### src/rtl/acu_fetch_seq_pkg.sv
// Shared types for the acu operand fetch sequencer: addressing modes and FSM states.
package acu_fetch_seq_pkg;

    typedef enum logic [1:0] {
        MODE_ABS   = 2'b00,
        MODE_ZP    = 2'b01,
        MODE_ABS_X = 2'b10,
        MODE_ZP_X  = 2'b11
    } mode_e;

    typedef enum logic [2:0] {
        ST_IDLE     = 3'd0,
        ST_FETCH_LO = 3'd1,
        ST_WRITE_LO = 3'd2,
        ST_FETCH_HI = 3'd3,
        ST_WRITE_HI = 3'd4,
        ST_PRESENT  = 3'd5,
        ST_DONE     = 3'd6
    } state_e;

    // Bit 1 of the mode selects indexing, bit 0 selects the one-byte zero-page form.
    function automatic logic mode_indexed(input mode_e m);
        return m[1];
    endfunction

    function automatic logic mode_two_byte(input mode_e m);
        return ~m[0];
    endfunction

endpackage

### src/rtl/acu_fetch_seq_if.sv
// Byte-wide program memory read bus: the sequencer is master, memory is slave.
interface acu_fetch_seq_if;
    logic        mem_req;
    logic [15:0] mem_addr;
    logic        mem_ack;
    logic [7:0]  mem_rdata;

    modport master (output mem_req, output mem_addr, input mem_ack, input mem_rdata);
    modport slave  (input mem_req, input mem_addr, output mem_ack, output mem_rdata);
endinterface

### src/rtl/acu_fetch_seq_ack_timer.sv
// Generic wait-for-acknowledge watchdog: counts enabled cycles and flags the last allowed one.
module acu_fetch_seq_ack_timer #(
    parameter int unsigned LIMIT = 16,
    parameter int unsigned TO_W  = 5
) (
    input  logic clk,
    input  logic rst,
    input  logic clr_i,
    input  logic en_i,
    output logic expire_o
);

    localparam logic [TO_W-1:0] LAST = (LIMIT == 32'd0) ? '0 : TO_W'(LIMIT - 32'd1);

    logic [TO_W-1:0] cnt_q;
    logic [TO_W-1:0] cnt_d;

    // Next count: clear has priority over counting.
    always_comb begin
        cnt_d = cnt_q;
        if (clr_i) begin
            cnt_d = '0;
        end else if (en_i) begin
            cnt_d = cnt_q + TO_W'(1);
        end else begin
            cnt_d = cnt_q;
        end
    end

    // Counter register.
    always_ff @(posedge clk) begin
        if (rst) begin
            cnt_q <= '0;
        end else begin
            cnt_q <= cnt_d;
        end
    end

    // LIMIT of zero disables expiry entirely.
    assign expire_o = (LIMIT != 32'd0) && en_i && (cnt_q == LAST);

endmodule

### src/rtl/acu_fetch_seq.sv
// Fetches a 1/2-byte address operand, optionally indexes it, and loads it into the acu.
module acu_fetch_seq
    import acu_fetch_seq_pkg::*;
#(
    parameter int unsigned ACK_TIMEOUT = 16,
    parameter int unsigned TO_W        = 5
) (
    input  logic                   clk,
    input  logic                   rst,
    input  logic                   start_i,
    input  logic [1:0]             mode_i,
    input  logic [7:0]             idx_i,
    input  logic [15:0]            pc_in_i,
    output logic                   busy_o,
    output logic                   done_o,
    output logic                   err_o,
    output logic [15:0]            pc_out_o,
    output logic [7:0]             acu_d_o,
    output logic                   acu_wl_o,
    output logic                   acu_wh_o,
    output logic                   acu_oe_o,
    acu_fetch_seq_if.master        mem
);

    state_e      state_q, state_d;
    mode_e       mode_q, mode_d;
    logic [7:0]  idx_q, idx_d;
    logic [15:0] ptr_q, ptr_d;
    logic [7:0]  lo_q, lo_d;
    logic [7:0]  hi_q, hi_d;
    logic        carry_q, carry_d;

    logic        busy_q, busy_d;
    logic        done_q, done_d;
    logic        err_q, err_d;
    logic        req_q, req_d;
    logic [15:0] addr_q, addr_d;
    logic [7:0]  acu_d_q, acu_d_d;
    logic        wl_q, wl_d;
    logic        wh_q, wh_d;
    logic        oe_q, oe_d;

    logic        in_fetch_s;
    logic        ack_s;
    logic        expire_s;
    logic [8:0]  sum_s;

    assign in_fetch_s = (state_q == ST_FETCH_LO) || (state_q == ST_FETCH_HI);
    assign ack_s      = in_fetch_s && mem.mem_ack;
    assign sum_s      = {1'b0, mem.mem_rdata} + {1'b0, (mode_indexed(mode_q) ? idx_q : 8'h00)};

    acu_fetch_seq_ack_timer #(
        .LIMIT (ACK_TIMEOUT),
        .TO_W  (TO_W)
    ) u_ack_timer (
        .clk      (clk),
        .rst      (rst),
        .clr_i    (~in_fetch_s | mem.mem_ack),
        .en_i     (in_fetch_s & ~mem.mem_ack),
        .expire_o (expire_s)
    );

    // Next-state, datapath and registered-output decode.
    always_comb begin
        state_d = state_q;
        mode_d  = mode_q;
        idx_d   = idx_q;
        ptr_d   = ptr_q;
        lo_d    = lo_q;
        hi_d    = hi_q;
        carry_d = carry_q;
        err_d   = 1'b0;

        case (state_q)
            ST_IDLE: begin
                if (start_i) begin
                    mode_d  = mode_e'(mode_i);
                    idx_d   = idx_i;
                    ptr_d   = pc_in_i;
                    lo_d    = 8'h00;
                    hi_d    = 8'h00;
                    carry_d = 1'b0;
                    state_d = ST_FETCH_LO;
                end else begin
                    state_d = ST_IDLE;
                end
            end
            ST_FETCH_LO: begin
                if (ack_s) begin
                    lo_d    = sum_s[7:0];
                    carry_d = sum_s[8];
                    ptr_d   = ptr_q + 16'd1;
                    state_d = ST_WRITE_LO;
                end else if (expire_s) begin
                    err_d   = 1'b1;
                    state_d = ST_IDLE;
                end else begin
                    state_d = ST_FETCH_LO;
                end
            end
            ST_WRITE_LO: begin
                // Zero-page forms drop the carry and present a zero high byte.
                if (mode_two_byte(mode_q)) begin
                    state_d = ST_FETCH_HI;
                end else begin
                    hi_d    = 8'h00;
                    state_d = ST_WRITE_HI;
                end
            end
            ST_FETCH_HI: begin
                if (ack_s) begin
                    hi_d    = mem.mem_rdata + {7'd0, carry_q};
                    ptr_d   = ptr_q + 16'd1;
                    state_d = ST_WRITE_HI;
                end else if (expire_s) begin
                    err_d   = 1'b1;
                    state_d = ST_IDLE;
                end else begin
                    state_d = ST_FETCH_HI;
                end
            end
            ST_WRITE_HI: state_d = ST_PRESENT;
            ST_PRESENT:  state_d = ST_DONE;
            ST_DONE:     state_d = ST_IDLE;
            default:     state_d = ST_IDLE;
        endcase

        busy_d = (state_d != ST_IDLE);
        req_d  = (state_d == ST_FETCH_LO) || (state_d == ST_FETCH_HI);
        addr_d = req_d ? ptr_d : 16'h0000;
        wl_d   = (state_d == ST_WRITE_LO);
        wh_d   = (state_d == ST_WRITE_HI);
        oe_d   = (state_d == ST_PRESENT) || (state_d == ST_DONE);
        done_d = (state_d == ST_DONE);

        case (state_d)
            ST_WRITE_LO: acu_d_d = lo_d;
            ST_WRITE_HI: acu_d_d = hi_d;
            default:     acu_d_d = 8'h00;
        endcase
    end

    // State, datapath and output registers.
    always_ff @(posedge clk) begin
        if (rst) begin
            state_q <= ST_IDLE;
            mode_q  <= MODE_ABS;
            idx_q   <= 8'h00;
            ptr_q   <= 16'h0000;
            lo_q    <= 8'h00;
            hi_q    <= 8'h00;
            carry_q <= 1'b0;
            busy_q  <= 1'b0;
            done_q  <= 1'b0;
            err_q   <= 1'b0;
            req_q   <= 1'b0;
            addr_q  <= 16'h0000;
            acu_d_q <= 8'h00;
            wl_q    <= 1'b0;
            wh_q    <= 1'b0;
            oe_q    <= 1'b0;
        end else begin
            state_q <= state_d;
            mode_q  <= mode_d;
            idx_q   <= idx_d;
            ptr_q   <= ptr_d;
            lo_q    <= lo_d;
            hi_q    <= hi_d;
            carry_q <= carry_d;
            busy_q  <= busy_d;
            done_q  <= done_d;
            err_q   <= err_d;
            req_q   <= req_d;
            addr_q  <= addr_d;
            acu_d_q <= acu_d_d;
            wl_q    <= wl_d;
            wh_q    <= wh_d;
            oe_q    <= oe_d;
        end
    end

    assign busy_o       = busy_q;
    assign done_o       = done_q;
    assign err_o        = err_q;
    assign pc_out_o     = ptr_q;
    assign acu_d_o      = acu_d_q;
    assign acu_wl_o     = wl_q;
    assign acu_wh_o     = wh_q;
    assign acu_oe_o     = oe_q;
    assign mem.mem_req  = req_q;
    assign mem.mem_addr = addr_q;

endmodule

### src/flat_wrapper.sv
// flat-port wrapper written by rule: the top's interface ports become plain ports
module acu_fetch_seq_flat import acu_fetch_seq_pkg::*;
#(
    parameter int unsigned ACK_TIMEOUT = 16,
    parameter int unsigned TO_W        = 5
)
  (clk, rst, start_i, mode_i, idx_i, pc_in_i, busy_o, done_o, err_o, pc_out_o, acu_d_o, acu_wl_o, acu_wh_o, acu_oe_o, mem_mem_req, mem_mem_addr, mem_mem_ack, mem_mem_rdata);
  acu_fetch_seq_if mem_i ();
  input  logic clk;
  input  logic rst;
  input  logic start_i;
  input  logic [1:0] mode_i;
  input  logic [7:0] idx_i;
  input  logic [15:0] pc_in_i;
  output logic busy_o;
  output logic done_o;
  output logic err_o;
  output logic [15:0] pc_out_o;
  output logic [7:0] acu_d_o;
  output logic acu_wl_o;
  output logic acu_wh_o;
  output logic acu_oe_o;
  output wire logic [$bits(mem_i.mem_req)-1:0] mem_mem_req;
  output wire logic [$bits(mem_i.mem_addr)-1:0] mem_mem_addr;
  input wire logic [$bits(mem_i.mem_ack)-1:0] mem_mem_ack;
  input wire logic [$bits(mem_i.mem_rdata)-1:0] mem_mem_rdata;
  assign mem_mem_req = mem_i.mem_req;
  assign mem_mem_addr = mem_i.mem_addr;
  assign mem_i.mem_ack = mem_mem_ack;
  assign mem_i.mem_rdata = mem_mem_rdata;
  acu_fetch_seq #(.ACK_TIMEOUT(ACK_TIMEOUT), .TO_W(TO_W)) u_core (.clk(clk), .rst(rst), .start_i(start_i), .mode_i(mode_i), .idx_i(idx_i), .pc_in_i(pc_in_i), .busy_o(busy_o), .done_o(done_o), .err_o(err_o), .pc_out_o(pc_out_o), .acu_d_o(acu_d_o), .acu_wl_o(acu_wl_o), .acu_wh_o(acu_wh_o), .acu_oe_o(acu_oe_o), .mem(mem_i));
endmodule
### config.mk
export PLATFORM = sky130hd
export DESIGN_NAME = acu_fetch_seq_flat
export DESIGN_NICKNAME = d
export VERILOG_FILES = /design/src/rtl/acu_fetch_seq_pkg.sv /design/src/rtl/acu_fetch_seq_if.sv /design/src/rtl/acu_fetch_seq_ack_timer.sv /design/src/rtl/acu_fetch_seq.sv /design/src/flat_wrapper.sv
export SDC_FILE = /design/constraint.sdc
export NUM_CORES = 1
export LEC_CHECK = 0
export CAP_MARGIN = 25
export CORE_MARGIN = 1.5
export CORE_UTILIZATION = 25
export CTS_CLUSTER_DIAMETER = 150
export DETAILED_ROUTE_END_ITERATION = 8
export GPL_ROUTABILITY_DRIVEN = 0
export HOLD_SLACK_MARGIN = 0.15
export PLACE_DENSITY_LB_ADDON = 0.2
export SLEW_MARGIN = 0
export SYNTH_ARGS = -nofsm -noshare
export SYNTH_HDL_FRONTEND = slang
export SYNTH_HIERARCHICAL = 1
export SYNTH_SLANG_ARGS = --single-unit
### constraint.sdc
create_clock -name clk -period 2.6 [get_ports clk]
set_input_delay 0.39 -clock clk [delete_from_list [all_inputs] [get_ports clk]]
set_output_delay 0.39 -clock clk [all_outputs]
set_load 0.1 [all_outputs]
# Word-level counts from Yosys, hierarchy flattened
# Index checks and enable logic that the tools add are counted.
classes:
  addsub: 4
  n_eq_ne: 14
  mux: 23
  bitwise_logic: 6
  reduce_logical: 14
op_table:
  columns: ["operator", "count"]
  rows:
  - ["$mux 8", 6]
  - ["$mux 16", 2]
  - ["$pmux 16 s2", 1]
  - ["$pmux 8 s2", 2]
  - ["$pmux 8 s3", 1]
  - ["$pmux 3 s6", 1]
  - ["$add 16x1->16 const B", 1]
  - ["$eq 3x3->1 const B", 5]
  - ["$eq 3x2->1 const B", 4]
  - ["$add 8x8->9", 1]
  - ["$mux 3", 3]
  - ["$add 8x1->8", 1]
  - ["$eq 3x1->1 const B", 2]
  - ["$reduce_or 2->1", 3]
  - ["$add 5x1->5 const B", 1]
  - ["$eq 5x4->1 const B", 1]
  - ["$mux 1", 5]
  - ["$not 1->1", 4]
  - ["$logic_not 3->1", 1]
  - ["$logic_or 1x1->1", 3]
  - ["$reduce_and 3->1", 1]
  - ["$reduce_bool 3->1", 1]
  - ["$reduce_or 3->1", 1]
  - ["$logic_and 1x1->1", 2]
  - ["other kinds (8)", 8]
word_totals:
  register_bits: 82
  input_bits: 38
  elab_cells: 78

# Logic depth before layout (Yosys ltp)
# Gate-level depths: netlist of the first run.
logic_depth:
  word_depth: 11
  depth_mapped: 12
  depth_no_buf: 9

# Modules after synthesis
# The synthesis of the first run kept the hierarchy.
by_module_without_submodules:
  columns: ["mod", "instances", "cells_per_inst", "area_per_inst_um2", "seq_area_each_um2"]
  rows:
  - ["acu_fetch_seq", 1, 407, 3261.9, 1301.2]
  - ["acu_fetch_seq_ack_timer", 1, 24, 280.3, 100.1]

# Worst setup path before layout of the first run
# OpenSTA, ideal clock, no wires.
synth_timing:
  path_kind: "register to register"
  startpoint: "reg u_core.ptr_q[8], in the netlist u_core/pc_out_o[8]"
  endpoint: "reg u_core.addr_q[15], in the netlist u_core/mem.mem_addr[15]"
  arrival_time_ns: 2.459
  required_time_ns: 2.474
  path_slack_ns: 0.015
  stages_incl_launch_ff: 7
  n_path_buf: 1
  path_cell_list: "dfxtp_1 clkbuf_1 nand2_1 or4_4 o311a_1 nor3_1 nor2_1"
synth_via:
  elab_chain_cells: 3
synth_rtl:
  columns: ["item", "line", "text"]
  rows:
  - ["from (decl)", "acu_fetch_seq.sv:28", "logic [15:0] ptr_q, ptr_d;"]
  - ["from (signal assigned)", "acu_fetch_seq.sv:166", "ptr_q <= ptr_d;"]
  - ["$add 16x1->16", "acu_fetch_seq.sv:92, acu_fetch_seq.sv:113", null]
  - ["$mux 16", "acu_fetch_seq.sv:89, acu_fetch_seq.sv:111", null]
  - ["$pmux 16 s2", "acu_fetch_seq.sv:74", "case (state_q)"]
  - ["to (signal assigned)", "acu_fetch_seq.sv:174", "addr_q <= addr_d;"]
  - ["to (decl)", "acu_fetch_seq.sv:37", "logic [15:0] addr_q, addr_d;"]
# No other way between the ends.
# A chain may end at the register's enable or synchronous reset.

# Worst setup path in the final report of the first run
layout_timing:
  startpoint: "reg u_core.state_q[2]"
  endpoint: "reg u_core.addr_q[11], in the netlist u_core/mem.mem_addr[11]"
layout_via:
  elab_chain_cells: 11
layout_rtl:
  columns: ["item", "line", "text"]
  rows:
  - ["from (decl)", "acu_fetch_seq.sv:25", "state_e state_q, state_d;"]
  - ["from (signal assigned)", "acu_fetch_seq.sv:163", "state_q <= state_d;"]
  - ["$eq 3x1->1 or $eq 3x2->1 (tied branches)", "acu_fetch_seq.sv:48", "assign in_fetch_s = (state_q == ST_FETCH_LO) || (state_q == ST_FETCH_HI);"]
  - ["$logic_or 1x1->1 (*)", "acu_fetch_seq.sv:48", null]
  - ["$and 1x1->1 (*)", "acu_fetch_seq.sv:59", ".en_i (in_fetch_s & ~mem.mem_ack),"]
  - ["$logic_and 1x1->1 (*)", "acu_fetch_seq_ack_timer.sv:40", "assign expire_o = (LIMIT != 32'd0) && en_i && (cnt_q == LAST);"]
  - ["via u_core.expire_s", "acu_fetch_seq.sv:45", "logic expire_s;"]
  - ["$mux 2 or $mux 1 (tied branches)", "acu_fetch_seq.sv:115, acu_fetch_seq.sv:94", null]
  - ["$mux 3, on equally long branches", "acu_fetch_seq.sv:111, acu_fetch_seq.sv:89", null]
  - ["$pmux 3 s6 (*)", "acu_fetch_seq.sv:74", null]
  - ["$eq 3x1->1 or $eq 3x2->1 (tied branches)", "acu_fetch_seq.sv:129", "req_d = (state_d == ST_FETCH_LO) || (state_d == ST_FETCH_HI);"]
  - ["$logic_or 1x1->1 (*)", "acu_fetch_seq.sv:129", null]
  - ["$not 1->1 (no source line) (*)", null, null]
  - ["$reduce_or 2->1 (no source line) (*)", null, null]
# Mark *: on every way through the listed nets, which the timed path passes. The rest lies on a longest branch.

==> results.toml, run 1 <==
[run_status]
outcome = "finished, final reports clean"

[logic_synthesis]
synth_area_leader_cell = "dfxtp_1"
synth.distinct_cells = 58
ys_warn_count = 6
ys_ff_latch = 70
yosys-top-cells-area = "dfxtp_1 40%, nor2_1 5.7%, nand2_1 5.5%, ha_1 4.6%, a21oi_1 4.0%"
avgSynthCellArea_um2 = 8.22
synth_edf_count = 0
synthDominantCellAreaShare_pct = 39.6
synth_nets = 483
syn_inst = 431
syn-cell-area_um2 = 3540
ys_async_sr_fraction_pct = 0
ys_seq_area_share_pct = 39.6
ys.flop_type = "dfxtp_1"

[floorplan]
boundaryPins = 85
row_count = 43
dieArea_um2 = 14900
start_util_pct = 25.5
die_h_um = 122
core_um2 = 13900
die_w_um = 122

[job]
maxCapViolCount = 0

[drt]
wl_per_cell_um = 14.2
drtAntennaViolNets = 0
dr.pass1.iters = 5
postRouteWirelength_mm = 9.89
drc = 0
drt_iter0_markers = 168
via_per_inst = 4.74
vias = 3301

[timing]
setup_tns_ns = 0
period_minus_slack_ns = 2.15
slew_violations = 0
hold-worst-slack_ns = 0.447
fmax_mhz = 465
max_slew_margin_pct = 54.8
worst_slew_pin_slew_ns = 0.679
post-route-period-util_pct = 82.7
worst_clock_skew_ns = 0.00755
rsz0062_at_grt = "no"
hold_viol_final = 0
setup_viol = 0

[cells_and_area]
register_area_um2 = 1400
drive_above_1_share_pct = 17.6
post-route-util_pct = 34.4
nFillCells = 1465
stdcell_area_um2 = 4770
multi_input_area_um2 = 1990
nets = 564
antenna_cells = 0
syn_to_final_growth_pct = 34.7

[setup_path]
r2r_end = "u_core/mem.mem_addr[11]$_SDFF_PP0_"
worst-setup-path-type = "flip-flop to flip-flop"
r2r-start = "u_core/state_q[2]$_SDFF_PP0_"
worstSetupEndpointType = "flip-flop"
cp-start-kind = "flip-flop"
r2r_slack_ns = 0.45
reg2regPathDepth = 8
arrival_ns = 2.41
path_max_fanout = 17
worst-endpoint-required_ns = 2.86

[pwr]
peakVddDrop_mv = 0.319
p_leak_nw = 1.97
power.share.clock_pct = 36.4
p_int_w = 0.00212
combinationalPowerShare_pct = 25.9
power.density_nw_per_um2 = 675
power_frac_seq_pct = 37.7
switchingPower_w = 0.00110
power.total_w = 0.00322
p_sw_share_pct = 34.1

[placement]
hpwlAfterDp_mm = 7.39
dpl-instance-area_um2 = 4490
numPortBuffers = 84

[worst_hold_path]
min_path_cells = 2
min_from = "u_core/idx_q[7]$_SDFFE_PP0P_"
hold_class = "flip-flop to flip-flop"
holdPathEnd = "u_core/idx_q[7]$_SDFFE_PP0P_"

[cts]
ctsResizeCount = 0
h-tree-depth = 3
clk_pin_slew_ns = 0.05
clk_latency_ns = 0.33
cts_tree = "yes"
cts-root-buf = "clkbuf_16"
clock_path_buffers = 2
holdBufCountCts = 0
numCtsBuffers = 9
post-cts-setup-buffer-count = 0
clock-sinks = 70

[grt]
grt_pass1_vias = 3151
grt_pass1_wl_mm = 15.6
gr-total-overflow = 0
grt_max_degree = 33
grt_antenna_before_repair = 0
track_usage_pct = 13.5
power by group through the flow:
stage	clock (W)	combinational [W]	sequential, W
2_1_floorplan	0	0.000272	0.00155
6_report	0.00117	0.000832	0.00121
3_3_place_gp	0	0.000831	0.00124
4_1_cts	0.00121	0.000837	0.00122
3_5_place_dp	0	0.000835	0.00124
5_1_grt	0.00126	0.000885	0.00123
layer usage:
metal  vias up  wire, µm  track usage [%]
li1       1693         -                -
met1      1531      4910             18.3
met2        65      4440             20.7
met3        12       344             2.48
met4         0       204             6.18
met5         -         0                0
cell type report:
cell class | instances | share of cell area [%]
clock buffers | 11 | 4.88
clock inverters | 5 | 1.05
inverters | 13 | 1.02
multi-input cells | 321 | 41.6
flip-flops and latches | 70 | 29.4
well taps | 180 | 4.72
repair buffers | 97 | 17.4
metrics by stage:
stage,worst slack (ns),cells
after floorplan,0.0147,431
after global placement,0.206,681
after detailed placement,0.179,681
after CTS,0.437,697
after global routing,0.232,697
final,0.451,697
worst max path at each step:
| stage | start | endpoint | cells after the start |
|---|---|---|---|
| final | u_core/state_q[2]$_SDFF_PP0_ | u_core/mem.mem_addr[11]$_SDFF_PP0_ | 8 |
| after global routing | u_core/mode_q[1]$_SDFFE_PP0P_ | u_core/carry_q$_SDFFE_PP0P_ | 9 |
| after CTS | u_core/state_q[2]$_SDFF_PP0_ | u_core/mem.mem_addr[11]$_SDFF_PP0_ | 8 |
| after detailed placement | mem_mem_rdata[0] | u_core/acu_d_o[6]$_SDFF_PP0_ | 9 |
| after global placement | mem_mem_rdata[0] | u_core/acu_d_o[6]$_SDFF_PP0_ | 9 |
| after floorplan | u_core/pc_out_o[8]$_SDFF_PP0_ | u_core/mem.mem_addr[15]$_SDFF_PP0_ | 6 |
state kept, by name (all words and copies together), names as in the netlist:
signal,flops
u_core/acu_wl_o,1
u_core/acu_d_o,8
u_core/u_ack_timer/cnt_q,5
u_core/pc_out_o,16
u_core/state_q,3
u_core/busy_o,1
u_core/mode_q,2
u_core/mem.mem_addr,16
u_core/carry_q,1
u_core/acu_oe_o,1
u_core/acu_wh_o,1
u_core/mem.mem_req,1
u_core/lo_q,4
u_core/done_o,1
u_core/idx_q,8
u_core/err_o,1
synthesized netlist by cell type (3+ instances only):
library cell,count
nor3_1,13
or3_1,3
nand4_1,3
clkbuf_1,21
nand3b_1,3
o31a_1,3
and3_1,6
a21o_1,5
nor3b_1,4
o32ai_1,4
nand2b_1,9
ha_1,13
a22oi_1,16
a211oi_1,5
nand2_1,52
xor2_1,3
o22ai_1,8
buf_1,3
nor4_1,5
a21oi_1,28
o21ai_0,12
nor2_1,54
xnor2_1,9
or2_2,6
inv_1,13
nand3_1,8
and2_1,8
dfxtp_1,70
nor2b_1,5
worst max-delay path, cell delays in order (launching register included):
cell and delay [ns]:
dfxtp_1 0.68, or2_2 0.32, inv_1 0.07, and2_2 0.19, o32ai_1 0.26, nand2b_1 0.11, a21o_1 0.19, buf_12 0.15
nor2_1 0.10
cell usage in the layout, fill, tap and decap left out, types with 13 or more instances in the layout:
| cell type | n |
|---|---|
| dfxtp_1 | 70 |
| nor3_1 | 13 |
| nand2_1 | 52 |
| inv_1 | 13 |
| ha_1 | 13 |
| buf_4 | 59 |
| a22oi_1 | 16 |
| nor2_1 | 54 |
| a21oi_1 | 28 |
| clkdlybuf4s50_1 | 36 |
cell families (layout without fill, tap and decap cells):
kind of cell,count (synthesis),after routing,synth area share [%]
AOI/OAI and AO/OA,106,106,20.7
xor gates and xnor gates,12,12,2.97
adders and majority gates,14,14,5.16
buffers and inverters,40,126,4.52
DFF,70,70,39.6
muxes,3,3,0.989
and+or+nand+nor,186,186,26.1
No activity file was read; power rests on OpenSTA's default activity.
==> inputs of run 2 (changes only) <==
Clock period 2.6 ns to 2.07 ns, I/O delays scaled along.
==> results.toml, run 2 (synthesis results as in run 1) <==
[placement]
numPortBuffers = 84
hpwlAfterDp_mm = 8.06
place_ws_ns = -0.208
dpl-instance-area_um2 = 4790

[drt]
vias = 3441
via_per_inst = 4.72
postRouteWirelength_mm = 10.6
drc = 0
dr.pass1.iters = 5
drtAntennaViolNets = 0
wl_per_cell_um = 14.5
drt_iter0_markers = 223

[setup_path]
crit_top_cell = "o31a_1"
worst-endpoint-required_ns = 2.33
worstSetupEndpointType = "flip-flop"
cp_top_family = "adder cells"
r2r_end = "u_core/acu_d_o[6]$_SDFF_PP0_"
path_max_fanout = 4
r2r-start = "u_core/mode_q[1]$_SDFFE_PP0P_"
cpMaxStageDelayCell = "fa_1"
arrival_ns = 2.20
worst-setup-path-type = "flip-flop to flip-flop"
cp-start-kind = "flip-flop"
cpPeakStageDelay_ns = 0.38
reg2regPathDepth = 9
cp_cell_sequence = "and2_4 -> ha_2 -> inv_1 -> fa_1 -> nor2b_1 -> o31a_1 -> o31a_1 -> xor2_1 -> o2bb2ai_1"
worst-path-buf-inv = 1
startpoint = "u_core/mode_q[1]$_SDFFE_PP0P_"
r2r_slack_ns = 0.13

[timing]
setup_viol = 0
post-route-period-util_pct = 93.9
rsz0062_at_grt = "no"
final.setup.worst_slack_ns = 0.127
fmax_mhz = 515
slew_violations = 0
period_minus_slack_ns = 1.94
worst_clock_skew_ns = 0.00861
hold-worst-slack_ns = 0.363
worst_slew_pin_slew_ns = 0.428
hold_viol_final = 0
max_slew_margin_pct = 71.3

[cells_and_area]
layout_common_cells = "89 x buf_4, 55 x dfxtp_1, 53 x nor2_1"
nFillCells = 1432
stdcell_area_um2 = 5140
post-route-util_pct = 37.1
drive_above_1_share_pct = 26.0
syn_to_final_growth_pct = 45.2
nets = 596
final_common_cell = "buf_4"
antenna_cells = 0

[cts]
h-tree-depth = 3
clock_path_buffers = 2
clk_pin_slew_ns = 0.05
clock-sinks = 70
post-cts-setup-buffer-count = 0
cts_tree = "yes"
numCtsBuffers = 9
cts-root-buf = "clkbuf_16"
clk_latency_ns = 0.33

[floorplan]
die_h_um = 122
start_util_pct = 25.5
dieArea_um2 = 14900
die_w_um = 122
row_count = 43
boundaryPins = 85
core_um2 = 13900

[grt]
grt_pass1_vias = 3326
grt_pass1_wl_mm = 16.7
grt_max_degree = 27
track_usage_pct = 14.3
gr-total-overflow = 0
grt_antenna_before_repair = 0

[pwr]
p_leak_nw = 2.16
peakVddDrop_mv = 0.381
power.density_nw_per_um2 = 850
switchingPower_w = 0.00141
p_int_w = 0.00296
p_sw_share_pct = 32.2
power.share.clock_pct = 39.6
power_frac_seq_pct = 34.9
combinationalPowerShare_pct = 25.5

[worst_hold_path]
min_path_cells = 2
min_from = "rst"
hold_class = "primary input to flip-flop"
holdPathEnd = "u_core/lo_q[4]$_SDFF_PP0_"

[run_status]
outcome = "finished, final reports clean"

[job]
maxCapViolCount = 0
-- run 2: cell types whose count changed in the layout (fill, tap and decap cells not counted), sizes merged --
cell and change:
buf +32, bufinv +2, clkinv -2
-- run 2: power by group through the flow --
stage / Clock (W) / Sequential (W) / Combinational [W]
floorplan: 0 / 0.00196 / 0.000345
global placement: 0 / 0.00155 / 0.00111
detailed placement: 0 / 0.00155 / 0.00111
CTS: 0.00178 / 0.00152 / 0.00111
global route: 0.00184 / 0.00154 / 0.00119
finish: 0.00173 / 0.00153 / 0.00111
-- run 2: how the worst max path moves through the flow --
stage,slack [ns],depth (start not counted),endpoint
floorplan,0.006,5,u_core/mem.mem_addr[15]$_SDFF_PP0_
global placement,-0.17,10,u_core/mem.mem_addr[15]$_SDFF_PP0_
detailed placement,-0.21,10,u_core/mem.mem_addr[15]$_SDFF_PP0_
CTS,0.02,9,u_core/mem.mem_addr[15]$_SDFF_PP0_
global route,0.02,9,u_core/acu_d_o[6]$_SDFF_PP0_
finish,0.13,9,u_core/acu_d_o[6]$_SDFF_PP0_
-- run 2: metal layers --
metal	part of all wire, %	routed length, µm	global-route usage [%]	vias up
li1	-	-	-	1757
met1	48	5020	19.4	1602
met2	46	4900	22.3	72
met3	4.4	469	2.48	10
met4	1.6	164	6.25	0
met5	0	0	0	-
-- run 2: what timing repair did --
action | in CTS | in global routing
gates resized for setup | 0 | 8
hold buffers | 0 | 0
setup endpoints to repair | 0 | 19
-- run 2: worst reg2reg max path, delay by kind of cell, from the launching register on --
family / cells / cell delay (ns)
AOI/OAI and AO/OA: 3 / 0.46
xor gates and xnor gates: 1 / 0.15
adders and majority gates: 2 / 0.55
buffers and inverters: 1 / 0.05
DFF: 1 / 0.36
and+or+nand+nor: 2 / 0.32
-- run 2: per-stage QoR --
stage | cells | power [W] | TNS, ns
final | 729 | 0.00437 | 0
after global routing | 729 | 0.00456 | 0
after CTS | 729 | 0.00442 | 0
after detailed placement | 713 | 0.00266 | -3.81
after global placement | 713 | 0.00266 | -3.07
after floorplan | 431 | 0.00230 | 0
-- run 2: area by class of cell --
| type | count | area (µm²) | area share [%] |
|---|---|---|---|
| Inverter | 13 | 48.8 | 0.948 |
| Tap cell | 180 | 225 | 4.38 |
| Clock buffer | 11 | 233 | 4.52 |
| Sequential cell | 70 | 1430 | 27.8 |
| Timing Repair Buffer | 129 | 1090 | 21.3 |
| Clock inverter | 5 | 98.8 | 1.92 |
| Multi-Input combinational cell | 321 | 2010 | 39.1 |
